**config.mk**
```make
export PLATFORM = sky130hd
export DESIGN_NAME = status_frame_tx_flat
export DESIGN_NICKNAME = d
export VERILOG_FILES = /design/src/rtl/status_frame_tx_if.sv /design/src/rtl/status_frame_tx.sv /design/src/flat_wrapper.sv
export SDC_FILE = /design/constraint.sdc
export NUM_CORES = 1
export LEC_CHECK = 0
export ABC_AREA = 1
export BUFFER_PORTS_ARGS = -buffer_cell sky130_fd_sc_hd__buf_2
export CORE_MARGIN = 3
export CORE_UTILIZATION = 50
export CTS_BUF_LIST = sky130_fd_sc_hd__clkbuf_4 sky130_fd_sc_hd__clkbuf_8
export DETAILED_ROUTE_END_ITERATION = 8
export GPL_TIMING_DRIVEN = 0
export PLACE_DENSITY = 0.65
export SYNTH_ARGS = -nofsm -noshare
export SYNTH_HDL_FRONTEND = slang
export SYNTH_SLANG_ARGS = --single-unit
```
**constraint.sdc**
```tcl
create_clock -name clk -period 4.4 [get_ports clk]
set_clock_uncertainty 0.2 [all_clocks]
set_input_delay 0.44 -clock clk [delete_from_list [all_inputs] [get_ports clk]]
set_output_delay 0.44 -clock clk [all_outputs]
set_load 0.02 [all_outputs]
```
**src/rtl/status_frame_tx_if.sv**
```systemverilog
// Bundle of the status-word write port, the byte stream, and the FIFO status lines.
// The slave modport is the frame transmitter's view; master is the surrounding logic's view.
interface status_frame_tx_if #(
  parameter int unsigned DEPTH = 4
);
  logic [23:0]             in_data;
  logic                    in_wr;
  logic [7:0]              tx_byte;
  logic                    tx_valid;
  logic                    tx_ready;
  logic [$clog2(DEPTH):0]  level;
  logic                    overflow;
  logic                    clear_ovf;

  modport slave (
    input  in_data, in_wr, tx_ready, clear_ovf,
    output tx_byte, tx_valid, level, overflow
  );

  modport master (
    output in_data, in_wr, tx_ready, clear_ovf,
    input  tx_byte, tx_valid, level, overflow
  );
endinterface

```
**src/rtl/status_frame_tx.sv**
```systemverilog
// Buffers 24-bit status words in an overwrite-on-full FIFO and emits each one as a
// 4-byte frame (CHAN_ID, data[23:16], data[15:8], data[7:0]) on a valid/ready byte stream.
module status_frame_tx #(
  parameter int unsigned DEPTH   = 4,
  parameter logic [7:0]  CHAN_ID = 8'h53
) (
  input  logic             clk,
  input  logic             rst_n,
  status_frame_tx_if.slave bus
);
  localparam int unsigned PW = $clog2(DEPTH);
  localparam int unsigned LW = PW + 1;

  typedef enum logic [2:0] {S_IDLE, S_HDR, S_B2, S_B1, S_B0} state_e;

  state_e          state_q, state_d;
  logic [23:0]     mem_q [DEPTH];
  logic [PW-1:0]   wr_ptr_q, wr_ptr_d;
  logic [PW-1:0]   rd_ptr_q, rd_ptr_d;
  logic [PW-1:0]   ovw_idx;
  logic [LW-1:0]   level_q, level_d;
  logic [23:0]     frame_q, frame_d;
  logic [7:0]      tx_byte_q, tx_byte_d;
  logic            tx_valid_q, tx_valid_d;
  logic            overflow_q, overflow_d;
  logic            accept, full, not_empty, pop, do_push, do_ovw;

  assign accept    = tx_valid_q && bus.tx_ready;
  assign full      = (level_q == LW'(DEPTH));
  assign not_empty = (level_q != '0);

  // NOTE: every always_comb output gets a default before the case so no latch is inferred.
  always_comb begin
    state_d = state_q;
    pop     = 1'b0;
    unique case (state_q)
      S_IDLE: if (not_empty) begin
        pop     = 1'b1;
        state_d = S_HDR;
      end
      S_HDR:  if (accept) state_d = S_B2;
      S_B2:   if (accept) state_d = S_B1;
      S_B1:   if (accept) state_d = S_B0;
      S_B0:   if (accept) begin
        if (not_empty) begin
          pop     = 1'b1;
          state_d = S_HDR;
        end else begin
          state_d = S_IDLE;
        end
      end
      default: state_d = S_IDLE;
    endcase
  end

  // Outputs are computed from the next state so tx_byte/tx_valid come straight off flops.
  always_comb begin
    frame_d    = pop ? mem_q[rd_ptr_q] : frame_q;
    tx_valid_d = (state_d != S_IDLE);
    tx_byte_d  = 8'h00;
    unique case (state_d)
      S_HDR:   tx_byte_d = CHAN_ID;
      S_B2:    tx_byte_d = frame_d[23:16];
      S_B1:    tx_byte_d = frame_d[15:8];
      S_B0:    tx_byte_d = frame_d[7:0];
      default: tx_byte_d = 8'h00;
    endcase
  end

  // A pop on the same edge frees a slot, so a write into a full FIFO is then a normal push.
  always_comb begin
    do_push  = bus.in_wr && (!full || pop);
    do_ovw   = bus.in_wr && full && !pop;
    ovw_idx  = wr_ptr_q - PW'(1);
    wr_ptr_d = do_push ? wr_ptr_q + PW'(1) : wr_ptr_q;
    rd_ptr_d = pop ? rd_ptr_q + PW'(1) : rd_ptr_q;
    level_d  = level_q + LW'(do_push) - LW'(pop);
    if (do_ovw)             overflow_d = 1'b1;
    else if (bus.clear_ovf) overflow_d = 1'b0;
    else                    overflow_d = overflow_q;
  end

  // NOTE: sequential state uses non-blocking assignments so every flop samples pre-edge values.
  always_ff @(posedge clk or negedge rst_n) begin
    if (!rst_n) begin
      state_q    <= S_IDLE;
      wr_ptr_q   <= '0;
      rd_ptr_q   <= '0;
      level_q    <= '0;
      frame_q    <= '0;
      tx_byte_q  <= 8'h00;
      tx_valid_q <= 1'b0;
      overflow_q <= 1'b0;
    end else begin
      state_q    <= state_d;
      wr_ptr_q   <= wr_ptr_d;
      rd_ptr_q   <= rd_ptr_d;
      level_q    <= level_d;
      frame_q    <= frame_d;
      tx_byte_q  <= tx_byte_d;
      tx_valid_q <= tx_valid_d;
      overflow_q <= overflow_d;
    end
  end

  // NOTE: storage array has no reset; level and pointers alone define which slots are valid.
  always_ff @(posedge clk) begin
    if (do_push)     mem_q[wr_ptr_q] <= bus.in_data;
    else if (do_ovw) mem_q[ovw_idx]  <= bus.in_data;
  end

  assign bus.tx_byte  = tx_byte_q;
  assign bus.tx_valid = tx_valid_q;
  assign bus.level    = level_q;
  assign bus.overflow = overflow_q;
endmodule

```
**src/flat_wrapper.sv**
```systemverilog
// flat-port wrapper written by rule: the top's interface ports become plain ports
module status_frame_tx_flat 
#(
  parameter int unsigned DEPTH   = 4,
  parameter logic [7:0]  CHAN_ID = 8'h53
)
  (clk, rst_n, bus_in_data, bus_in_wr, bus_tx_ready, bus_clear_ovf, bus_tx_byte, bus_tx_valid, bus_level, bus_overflow);
  status_frame_tx_if #(.DEPTH(DEPTH)) bus_i ();
  input  logic clk;
  input  logic rst_n;
  input wire logic [$bits(bus_i.in_data)-1:0] bus_in_data;
  input wire logic [$bits(bus_i.in_wr)-1:0] bus_in_wr;
  input wire logic [$bits(bus_i.tx_ready)-1:0] bus_tx_ready;
  input wire logic [$bits(bus_i.clear_ovf)-1:0] bus_clear_ovf;
  output wire logic [$bits(bus_i.tx_byte)-1:0] bus_tx_byte;
  output wire logic [$bits(bus_i.tx_valid)-1:0] bus_tx_valid;
  output wire logic [$bits(bus_i.level)-1:0] bus_level;
  output wire logic [$bits(bus_i.overflow)-1:0] bus_overflow;
  assign bus_i.in_data = bus_in_data;
  assign bus_i.in_wr = bus_in_wr;
  assign bus_i.tx_ready = bus_tx_ready;
  assign bus_i.clear_ovf = bus_clear_ovf;
  assign bus_tx_byte = bus_i.tx_byte;
  assign bus_tx_valid = bus_i.tx_valid;
  assign bus_level = bus_i.level;
  assign bus_overflow = bus_i.overflow;
  status_frame_tx #(.DEPTH(DEPTH), .CHAN_ID(CHAN_ID)) u_core (.clk(clk), .rst_n(rst_n), .bus(bus_i));
endmodule
```
-- After elaboration in Yosys (flattened, before gate mapping)
Memories as Yosys holds them, arrays and structs flattened.
Cells that the tools add are included.
Widths: inputs -> output; s select.
- add/subtract/negate cells: 5
- $mul: 0
- divide/modulo/power cells: 0
- order comparisons: 0
- equal/unequal tests: 9
- shifts and indexed selects: 0
- multiplexer cells: 22
- bitwise logic cells: 0
- reduce and logical (&&, ||, !) cells: 12
- operators with widths (cell ; count):
    $mux 24 ; 2
    $pmux 8 s4 ; 1
    $reduce_or 24->1 ; 1
    $mux 3 ; 5
    $pmux 3 s5 ; 1
    $eq 3x2->1 const B ; 4
    $mux 1 ; 11
    $eq 3x3->1 const B ; 3
    $eq 3x1->1 const B ; 2
    $reduce_bool 3->1 ; 2
    $add 2x1->2 const B ; 2
    $logic_and 1x1->1 ; 4
    $add 3x1->3 ; 1
    $logic_not 3->1 ; 1
    $sub 3x1->3 ; 1
    $logic_not 1->1 ; 2
    $mux 2 ; 1
    $pmux 1 s2 ; 1
    $reduce_bool 2->1 ; 1
    $sub 2x1->2 const B ; 1
    $logic_or 1x1->1 ; 1
- register bits: 44
- bits in latches: 0
- RAM bits: 96
- memory bits (read-only): 0
- output and inout bits: 13
- word-level logic and storage cells: 57
- memories: 1
- memories (name ; words ; width ; rd ports ; clocked after Yosys merged registers in ; wr ports ; line ; text):
    u_core.mem_q ; 4 ; 24 ; 1 ; 0 ; 1 ; status_frame_tx.sv:17 ; logic [23:0] mem_q [DEPTH];

-- Longest topological paths before layout
- word-level depth: 11
- depth in mapped cells: 13

-- Worst setup path before layout
Ideal clock, no wire load.
- path kind: reg2reg
- start: reg u_core.level_q[1] (netlist: u_core.bus.level[1])
- end: mem u_core.mem_q[1][0] (enable)
- setup time: 405 ps
- arrival: 2276 ps
- required time: 3795 ps
- path slack: 1519 ps
- cell stages (with the launch flop): 10
- buffers on the path: 2
- cells stage by stage: dfrtp_1 > nor2_1 > nand2_1 > nand3_2 > buf_6 > inv_4 > buf_8 > nor2_4 > o21ai_0 > nor2_1
- longest elaborated chain between the ends: 11
- ends and longest elaborated chain (item ; line ; text):
    start, declared ; status_frame_tx.sv:21 ; logic [LW-1:0] level_q, level_d;
    start signal, assigned ; status_frame_tx.sv:98 ; level_q <= level_d;
    $reduce_bool 3->1 ; status_frame_tx.sv:30 ; assign not_empty = (level_q != '0);
    $mux 1 ; status_frame_tx.sv:37, status_frame_tx.sv:45 ;
    $mux 1 ; status_frame_tx.sv:44 ; S_B0: if (accept) begin
    $pmux 1 s2 ; status_frame_tx.sv:36 ; unique case (state_q)
    $logic_not 1->1 ; status_frame_tx.sv:73 ; do_ovw = bus.in_wr && full && !pop;
    $logic_and 1x1->1 ; status_frame_tx.sv:73 ;
    $mux 1 ; status_frame_tx.sv:109 ; else if (do_ovw) mem_q[ovw_idx] <= bus.in_data;
    $mux 1 ; status_frame_tx.sv:108 ; if (do_push) mem_q[wr_ptr_q] <= bus.in_data;
    $mux 1 (not written as such) ; status_frame_tx.sv:109 ;
    $reduce_or 24->1 (no source line) ; - ;
    $mux 2 (no source line) / $mux 1 (equally long branches) ; - ;
    end, declared ; status_frame_tx.sv:17 ;
Parallel ways exist; a longest one is shown, timed or not.

-- Worst setup path in the final report
- start: reg u_core.level_q[1] (netlist: u_core.bus.level[1])
- end: mem u_core.mem_q[0][4] (enable)
The elaborated chain is that of the path after synthesis.

==> run_results.csv <==
group,metric,value,unit
detailed_routing,wl,12.1,mm
yosys,synth-seq-cells,140,
timing,fin_hold_ws,0.0395,ns
die,die-width,115,um
clocking,cts_setup_buffers,0,
clocking,clk_path_buf_depth,2,
place,port_buffers,41,
clocking,root_buffer,"clkbuf_8",
die,die_height,115,um
finish,final_common_cell,"nand2_1",
pwr,combPwrFrac,42.5,%
yosys,yosys_most_used_dff,"edfxtp_1",
pwr,switching_share,40.6,%
detailed_routing,wl_per_cell,14.8,um
place,gp_congestion,0.776,
setup_path,worstPathRequired,4.26,ns
place,dpl_worst_slack,1.50,ns
die,initial_core_util,51.4,%
timing,finalCriticalPeriod,2.76,ns
finish,syn2layout_area_growth,16.4,%
timing,drv_slew,0,
finish,fillers,970,
yosys,ys_seq_area_share,67.2,%
run,drv_cap,0,
place,hpwl,7.50,mm
yosys,synth.distinct_cells,29,
detailed_routing,vias_per_cell,4.83,
setup_path,cp-end-kind,"flip-flop",
timing,setup_ws,1.64,ns
timing,rsz0062_at_grt,"false",
finish,fin_nets,689,
setup_path,worstSetupPathType,"reg -> reg",
clocking,cts_sinks,140,
yosys,syn_inst,572,
timing,finalCritPeriodShare,62.8,%
detailed_routing,drc,0,
setup_path,critical_path_arrival,2.63,ns
die,ioPinCount,42,
yosys,syn_area_per_cell,10.4,um^2
place,dp.cells,756,
finish,diodes,0,
pwr,ir_drop,313,uV
timing,setup_viol,0,
clocking,hold_buffers,25,
yosys,ys_warn_count,0,
grt,antenna_found_initial,0,
yosys,synthesis.area,5920,um^2
clocking,cts_resized,0,
detailed_routing,drtIter0Drc,240,
finish,multi_input_area,1490,um^2
worst_hold_path,hp-class,"in -> reg",
timing,finalHoldViolCount,0,
grt,grt_pass1_vias,3741,
clocking,clk_latency,0.44,ns
finish,drive_gt1_share,15.7,%
detailed_routing,drtAntennaViolNets,0,
detailed_routing,drt-pass1-iter-count,6,
grt,grt_use_total,19.6,%
detailed_routing,vias,3930,
timing,slew-limit-headroom,35.5,%
clocking,cts_buffers,17,
place,post_dp_cell_area,6340,um^2
pwr,p_clk_share,15.7,%
yosys,syn-num-nets,604,
timing,fmax,362,MHz
grt,grt_max_degree,45,
setup_path,critPathLaunchType,"flip-flop",
clocking,clk_pin_slew_worst_paths,0.07,ns
pwr,p_sw,2.14,mW
die,core_area,11500,um^2
pwr,pwr-share-seq,41.8,%
finish,seq_area,3980,um^2
finish,post_layout_nonfiller_instances,813,
finish,finish.utilization,59.9,%
finish,layout_common_cells,"nand2_1, nor2_1, edfxtp_1",
pwr,power_density,766,nW/um^2
grt,grt_pass1_wl,19.2,mm
clocking,cts_tree,"yes",
die,fp.dieArea,13200,um^2
pwr,internal_power,3.14,mW
finish,stdcell_area,6900,um^2
die,rows,39,
clocking,h-tree-depth,4,
yosys,async_flop_share,31.4,%
pwr,power,5.28,mW
pwr,leakage,3.09,nW
timing,finalSetupTns,0,ns
grt,grt-ovfl-total,0,
timing,worst_slew_pin_slew,0.968,ns
setup_path,critPathMaxFanout,24,
yosys,synth_edf_count,96,
outcome,outcome,"finished, final reports clean",
## sequential cells by signal, indices dropped and copies added (netlist names)
signal,count
u_core.rd_ptr_q,2
u_core.bus.tx_valid,1
u_core.state_q,3
u_core.mem_q,96
u_core.bus.tx_byte,8
u_core.frame_q,24
u_core.bus.overflow,1
u_core.wr_ptr_q,2
u_core.bus.level,3
## path summary, 6_finish.rpt
check,start,end,slack (ns),cells past startpoint
max in group asynchronous,rst_n,u_core.frame_q[19]$_DFF_PN0_,2.91,2
worst max register to register,u_core.bus.level[1]$_DFF_PN0_,u_core.mem_q[0][4]$_DFFE_PP_,1.64,9
min in group asynchronous,rst_n,u_core.bus.tx_byte[0]$_DFF_PN0_,0.49,2
worst max-delay path,u_core.bus.level[1]$_DFF_PN0_,u_core.mem_q[0][4]$_DFFE_PP_,1.64,9
worst min register to register,u_core.frame_q[13]$_DFF_PN0_,u_core.frame_q[13]$_DFF_PN0_,0.28,2
worst min-delay path,bus_in_data[15],u_core.mem_q[1][15]$_DFFE_PP_,0.04,1
## final cells by class
class	instances	area share, %
sequential	140	57.8
multi-input combinational	328	21.6
timing repair buffer	66	6.60
inverter	83	4.55
clock buffer	19	3.61
tap	143	2.59
buffer	21	2.39
clock inverter	13	0.853
## synth_stat cells (3+ instances only)
cell,n,area (um^2)
o21a_1,9,67.6
nand3_1,22,110
nor2_1,111,417
o22ai_1,3,18.8
edfxtp_1,96,2880
o21ai_0,23,115
inv_1,79,297
nand2_1,128,480
o21ai_1,11,55.1
buf_6,6,67.6
buf_2,9,45.0
o211ai_1,3,22.5
buf_4,5,37.5
dfrtp_1,44,1100
xor2_1,4,35.0
## power by group through the flow
| stage | Clock [mW] | Sequential (mW) | Combinational (mW) |
|---|---|---|---|
| after global placement | 0 | 2.23 | 2.16 |
| after floorplan | 0 | 2.27 | 1.50 |
| after global routing | 0.911 | 2.25 | 2.54 |
| after CTS | 0.854 | 2.21 | 2.27 |
| after detailed placement | 0 | 2.23 | 2.25 |
| final | 0.832 | 2.20 | 2.24 |
## per-layer routing
metal	up-vias	global-route usage [%]	wire, um	part of all wire [%]
li1	1983	-	-	-
met1	1830	26.7	5600	46
met2	96	30.2	5630	47
met3	21	4.84	616	5.1
met4	0	8.29	226	1.9
met5	-	0	0	0
## kinds of logic (layout without fill, tap and decap cells)
family	after synthesis	after routing	share of synthesized area, %
simple gates	270	270	18.3
flops	140	140	67.2
buf+inv	104	202	8.09
compound gates	50	50	4.86
xor+xnor	5	5	0.739
fa+ha+maj	3	3	0.760
## critical path, stage by stage, from the launching register on
cell and delay (ns):
dfrtp_1 0.45, nor2_1 0.12, nand2_1 0.07, nand3_2 0.08, buf_6 0.17, inv_4 0.06, buf_8 0.14, nor2_4 0.10
o21ai_0 0.22, nor2_4 0.73
Power figures use the tool's default switching activity.
